--- src/rtl/mem_arbiter.sv ---
// mem_arbiter: round-robin arbiter granting two requesters access to one memory port.
// Misaligned accesses never reach memory and complete with an error ack.
module mem_arbiter #(
  parameter int ADDR_W = 32,
  parameter int DATA_W = 32
) (
  input  logic              clk,
  input  logic              rst,
  input  logic              req0,
  input  logic              req1,
  input  logic              we0,
  input  logic              we1,
  input  logic [ADDR_W-1:0] addr0,
  input  logic [ADDR_W-1:0] addr1,
  input  logic [DATA_W-1:0] wdata0,
  input  logic [DATA_W-1:0] wdata1,
  output logic              ack0,
  output logic              ack1,
  output logic              err0,
  output logic              err1,
  output logic [DATA_W-1:0] rdata0,
  output logic [DATA_W-1:0] rdata1,
  output logic              mem_en,
  output logic              mem_we,
  output logic [ADDR_W-1:0] mem_addr,
  output logic [DATA_W-1:0] mem_wdata,
  input  logic [DATA_W-1:0] mem_rdata
);
  typedef enum logic [1:0] {IDLE, ACCESS, RESP} state_t;
  state_t state, state_nx;
  logic we_r, id_r, last, grant, win, bad;
  logic [ADDR_W-1:0] addr_r;
  logic [DATA_W-1:0] wdata_r;
  always_comb begin
    grant = state == IDLE && (req0 || req1);
    win = (req0 && req1) ? ~last : req1;
    state_nx = state == IDLE ? (grant ? ACCESS : IDLE) : state == ACCESS ? RESP : IDLE;
    bad = |addr_r[1:0];
    mem_en = state == ACCESS && !bad;
    mem_we = mem_en && we_r;
    mem_addr = state == ACCESS ? addr_r >> 2 : '0;
    mem_wdata = state == ACCESS ? wdata_r : '0;
    ack0 = state == RESP && !id_r;
    ack1 = state == RESP && id_r;
    err0 = ack0 && bad;
    err1 = ack1 && bad;
    rdata0 = (ack0 && !bad) ? mem_rdata : '0;
    rdata1 = (ack1 && !bad) ? mem_rdata : '0;
  end
  always_ff @(posedge clk) begin
    if (rst) begin
      state <= IDLE;
      last <= 1'b1;
      we_r <= 1'b0;
      id_r <= 1'b0;
      addr_r <= '0;
      wdata_r <= '0;
    end else begin
      state <= state_nx;
      if (grant) begin
        last <= win;
        id_r <= win;
        we_r <= win ? we1 : we0;
        addr_r <= win ? addr1 : addr0;
        wdata_r <= win ? wdata1 : wdata0;
      end
    end
  end
endmodule

--- config.mk ---
export PLATFORM = sky130hd
export DESIGN_NAME = mem_arbiter
export DESIGN_NICKNAME = d
export VERILOG_FILES = /design/src/rtl/mem_arbiter.sv
export SDC_FILE = /design/constraint.sdc
export NUM_CORES = 1
export LEC_CHECK = 0
export ABC_AREA = 1
export BUFFER_PORTS_ARGS = -buffer_cell sky130_fd_sc_hd__buf_2
export CORE_AREA = 2 2 131 101
export DETAILED_ROUTE_END_ITERATION = 16
export DIE_AREA = 0 0 133 103
export PLACE_DENSITY = 0.82
export SLEW_MARGIN = 25
export SYNTH_ARGS = -nofsm -noshare
export SYNTH_HDL_FRONTEND = slang
export SYNTH_SLANG_ARGS = --single-unit
--- constraint.sdc ---
create_clock -name clk -period 1.17 [get_ports clk]
set_input_delay 0.0585 -clock clk [delete_from_list [all_inputs] [get_ports clk]]
set_output_delay 0.0585 -clock clk [all_outputs]
set_load 0.05 [all_outputs]
Word-level counts from Yosys, hierarchy flattened
Index checks and enable logic that the tools add are counted.
W data, S select, Z words.
{ "totals": {"reg_bits": 69, "input_bits": 166, "out_inout_bits": 134, "wordCells": 35} }
{ "classes": {"n_eq_ne": 2, "mux": 11, "bitwise_logic": 1, "reduce_logical": 15} }
{ "op_table": {"columns": ["cell", "count"], "rows": [
  ["$mux W32", 5],
  ["$mux W30", 1],
  ["$logic_and A1 B1 Y1", 10],
  ["$mux W2", 2],
  ["$mux W1", 3],
  ["$eq A2 B1 Y1 const B", 1],
  ["$eq A2 B2 Y1 const B", 1],
  ["$logic_not A1 Y1", 2],
  ["$logic_not A2 Y1", 1],
  ["$reduce_or A2 Y1", 1],
  ["$logic_or A1 B1 Y1", 1],
  ["$not A1 Y1", 1]
]} }

Longest topological paths before layout
{ "logic_depth": {"ltp_word": 4, "depth_mapped": 8, "depth_no_buf": 6} }

Least setup slack after synthesis
No wires, ideal clock.
{ "synth_path": {"path_type": "register to output", "start": "register state[0]", "end": "output port rdata0[10]", "arrival_ps": 1824, "required_time_ps": 1112, "setup_slack_ps": -713, "path_stages_with_launch": 7, "path_buffers": 1, "cell_sequence": "dfxtp_1 -> inv_1 -> nand3_1 -> inv_1 -> nand2_1 -> buf_2 -> nor2_1"} }
{ "synth_via": {"elab_chain_len": 4} }
{ "synth_rtl": {"columns": ["element", "line_no", "source"], "rows": [
  ["from (decl)", "30", "state_t state, state_nx;"],
  ["from (signal assigned)", "59", "state <= state_nx;"],
  ["$eq A2 B2 Y1", "43", "ack0 = state == RESP && !id_r;"],
  ["$logic_and A1 B1 Y1", "43", null],
  ["via ack0", "17", "output logic ack0,"],
  ["$logic_and A1 B1 Y1", "47", "rdata0 = (ack0 && !bad) ? mem_rdata : '0;"],
  ["$mux W32", "47", null],
  ["to (decl)", "21", "output logic [DATA_W-1:0] rdata0,"]
]} }
The timed path passes the listed nets, and every way through them passes these cells.

Worst setup path after layout
{ "layout_path": {"start": "register state[0]", "end": "output port rdata1[4]"} }
{ "layout_via": {"elab_chain_len": 4} }
{ "layout_rtl": {"columns": ["element", "line_no", "source"], "rows": [
  ["$eq A2 B2 Y1", "44", "ack1 = state == RESP && id_r;"],
  ["$logic_and A1 B1 Y1", "44", null],
  ["$logic_and A1 B1 Y1", "48", "rdata1 = (ack1 && !bad) ? mem_rdata : '0;"],
  ["$mux W32", "48", null],
  ["to (decl)", "22", "output logic [DATA_W-1:0] rdata1,"]
]} }
No other way between the ends.

==> run summary <==
The run finished, with violations left. The final reports fail on setup timing. The number of max-slew violations in the final report was 0. The number of sinks on the clock net came out at about 70. The number of inserted filler cells in the final layout is 903. Across all setup checks in the final design, the least slack found is -0.4113 ns. The combined area of all synthesized cells is 0.004718 mm^2. The number of buffers inserted during clock tree synthesis is 9. The tool flagged a number of max-cap violations equal to 0. Entering global routing, the biggest net connects 67 pins.

The path with the worst hold slack has its endpoint at addr_r[29]. The largest total area in the synthesized netlist belongs to sky130_fd_sc_hd__dfxtp_1. In the final layout, the share of cells above drive strength 1 is 0.4442. Compared with the post-synthesis result, the final layout area differs by 95.73%.

The final net count is approximately 1300. For this configuration, the core starts out at a cell density of 0.3754. The cell area power density came out at 1023 mW/mm^2. The setup slack of the worst register-to-register path came out at -0.34 ns.

The worst setup path is launched from a flip-flop. The worst hold path belongs to the class input port to flip-flop. The floorplan die width is 133 um.

The global-route congestion overflow total came out at 0. The clock insertion delay at the later pin of the skew report came out at around 0.33 ns. The worst endpoint required time is 1.11 ns. The number of cells in the design after placement came out at between 1000 and 1500. For this run, the detailed router's first-pass iteration total came to 5.

In this run the critical register-to-register path is launched from state[1]. Setup violations remaining at the end of the flow were counted as 199. The initial antenna violation count is 0.

In this run the cell area measured after placement is about 0.0076 mm^2. For this run, the number of Yosys warnings is 0. The timing-limited maximum frequency is 632.4 MHz. 0 antenna diodes ended up in the layout. The end of the worst register-to-register path is addr_r[27].

The core outline area came out at 0.01257 mm^2. The critical path is of the flip-flop to output pin type. The clock transition time at the flip-flop clock pins of the worst setup and hold paths came out at 0.06 ns. The kind of capture point of the worst setup path is an output pin. In this run, synthesis produced a sequential element count of 69. The accumulated negative setup slack is -60.99 ns. In this run the most critical hold path is launched from addr1[29]. Counting instances, the worst hold path has a depth of 5. Of the available clock period, the critical path in the final layout requires 1.352. The final standard cell area without fillers is 0.009235 mm^2.

IR analysis of the VDD net gives a maximum drop of 0.0005822 V. After synthesis, the netlist uses 18 different library cells. The leakage power of the design is 0.004462 uW. After legalization and detailed placement, the total HPWL measured 12190 um.

In this run the number of H-tree levels came out at 3. The via count of the first global-routing pass is approximately 5600. Synthesis handed over a netlist of 846 instances. The average instance in the mapped netlist occupies 5.577 um^2.

TritonCTS built the clock tree. The shortest clock period the worst path allows after layout is 1.581 ns. Counting along the longest clock path gives a buffer depth of 2.

Port buffering added 297 buffers. The global-route total usage across every layer is 0.2579. The aggregate routed wire length is 19890 um.

In the post-synthesis netlist, the biggest area contributors are sky130_fd_sc_hd__dfxtp_1 29%, sky130_fd_sc_hd__nor2_1 21%, sky130_fd_sc_hd__nand2_1 16%, sky130_fd_sc_hd__a21boi_0 8.9%, sky130_fd_sc_hd__inv_1 8.4%. The number of standard cells in the layout, taps in and fillers out came out at 1317. The total count of hold-check failures in the final report came to 0. The final setup skew came out at 0.008327 ns. The remaining antenna violation count is 0. The routability congestion estimate from global placement is 0.8215.

The share of the Yosys chip area taken by registers is 0.2928. The full die area came out at 0.01370 mm^2. The arrival time at the worst endpoint is 1.52 ns.

For this block, the initial DRC count from the detailed router was approximately 310. Measured along the y axis, the die boundary spans 103 um. For this block, the via count after detailed routing is 6204. The global-route wire length before repair is 27790 um. The vias per cell is 4.711.

The area fraction of the dominant cell type after synthesis is 0.2928. The top fanout value on the critical path is 8. Setup repair after global routing could not meet its margin everywhere. The post-detailed-route DRC marker count came out at 0.

The post-detailed-route wirelength per cell came out at 15.10 um. The worst-case reg-to-reg path depth is 7. In this run the core area contains 36 standard-cell rows. The count of boundary I/O pins came out at 300. The cell sitting at the root of the clock tree is a sky130_fd_sc_hd__clkbuf_16.
[cell families (layout without fill, tap and decap cells)]
logic type	Yosys count	after routing	share of synthesized area
buffers and inverters	170	468	0.1533
AND/OR/NAND/NOR	539	540	0.4476
flip-flops	69	69	0.2928
other	1	2	0.0007948
AO/OA/AOI/OAI	67	67	0.1055
[registers in the layout, indices dropped and copies added (netlist names)]
register and cells:
wdata_r 32, state 2, last 1, we_r 1, addr_r 32, id_r 1
[stage by stage]
step	worst slack [ns]	utilization	power (uW)	hold slack, ns
2_1_floorplan	-0.1730	-	5063	0.1202
3_3_place_gp	-0.1198	0.6050	5854	0.2698
3_5_place_dp	-0.1440	0.6050	5913	0.2866
4_1_cts	-0.3915	0.7047	9272	0.04581
5_1_grt	-0.4639	0.7349	9933	0.07730
6_report	-0.4113	0.7349	9445	0.05318
[layout by cell type, fill, tap and decap left out, types with 3 or more instances in the layout]
cell type and instances:
sky130_fd_sc_hd__a21boi_0 56, sky130_fd_sc_hd__a21boi_1 9, sky130_fd_sc_hd__buf_12 29, sky130_fd_sc_hd__buf_2 164, sky130_fd_sc_hd__buf_4 33, sky130_fd_sc_hd__buf_6 79, sky130_fd_sc_hd__buf_8 31, sky130_fd_sc_hd__bufbuf_16 3
sky130_fd_sc_hd__clkbuf_16 13, sky130_fd_sc_hd__clkinvlp_4 4, sky130_fd_sc_hd__dfxtp_1 64, sky130_fd_sc_hd__dfxtp_2 3, sky130_fd_sc_hd__inv_1 99, sky130_fd_sc_hd__inv_2 4, sky130_fd_sc_hd__nand2_1 200, sky130_fd_sc_hd__nand2_8 3
sky130_fd_sc_hd__nand3_1 66, sky130_fd_sc_hd__nor2_1 137, sky130_fd_sc_hd__nor2_2 11, sky130_fd_sc_hd__nor2_4 117
[critical path, stage by stage (launching register included)]
cell and delay (ns):
sky130_fd_sc_hd__dfxtp_2 0.33, sky130_fd_sc_hd__inv_4 0.08, sky130_fd_sc_hd__nand3_4 0.08, sky130_fd_sc_hd__clkinvlp_4 0.12, sky130_fd_sc_hd__nand2_8 0.10, sky130_fd_sc_hd__buf_12 0.17, sky130_fd_sc_hd__nor2_4 0.14, sky130_fd_sc_hd__buf_8 0.17
[synth_stat cells, drive strengths merged]
library cell	number
nor3	1
nor2	265
conb	1
buf	45
a21boi	65
inv	106
dfxtp	69
nand2	205
a21oi	2
clkbuf	19
nand3	68
[power breakdown]
group | switching, uW | total [uW] | internal (uW)
Sequential | 88.5 | 2720 | 2630
Clock | 1040 | 2970 | 1930
Combinational | 2300 | 3760 | 1460
Total | 3430 | 9440 | 6020
[worst max-delay path by stage]
stage / from / to / slack [ns] / depth (start not counted)
3_5_place_dp: state[1] / addr_r[17] / -0.14 / 7
5_1_grt: state[0] / rdata1[4] / -0.46 / 7
3_3_place_gp: state[1] / addr_r[23] / -0.12 / 7
4_1_cts: state[0] / rdata1[0] / -0.39 / 7
6_report: state[0] / rdata1[4] / -0.41 / 7
2_1_floorplan: state[0] / rdata1[10] / -0.17 / 6
[routing by layer]
metal / vias up / track usage / wire [um]
li1: 3122 / - / -
met1: 2794 / 0.2842 / 7593
met2: 252 / 0.4870 / 10460
met3: 36 / 0.06244 / 1335
met4: 0 / 0.09926 / 499
met5: - / 0 / 0
[repair_timing]
item / CTS / global route
gates resized for setup: 239 / 60
hold buffers: 1 / 0
pin swaps: 1 / 15
endpoints found under the setup margin: 199 / 199
cloned: 5 / 6
setup buffers: 4 / 5
endpoints found under the hold margin: 3 / 0
[layout make-up]
cell class | instances | area (um^2) | area share
multi-input cells | 609 | 3627 | 0.3928
clock buffers | 11 | 242.7 | 0.02628
repair buffers | 346 | 3267 | 0.3537
inverters | 106 | 407.9 | 0.04417
clock inverters | 5 | 83.83 | 0.009077
well taps | 171 | 214.0 | 0.02317
flip-flops and latches | 69 | 1393 | 0.1508
Note: power is estimated with default switching activity, not from simulation.
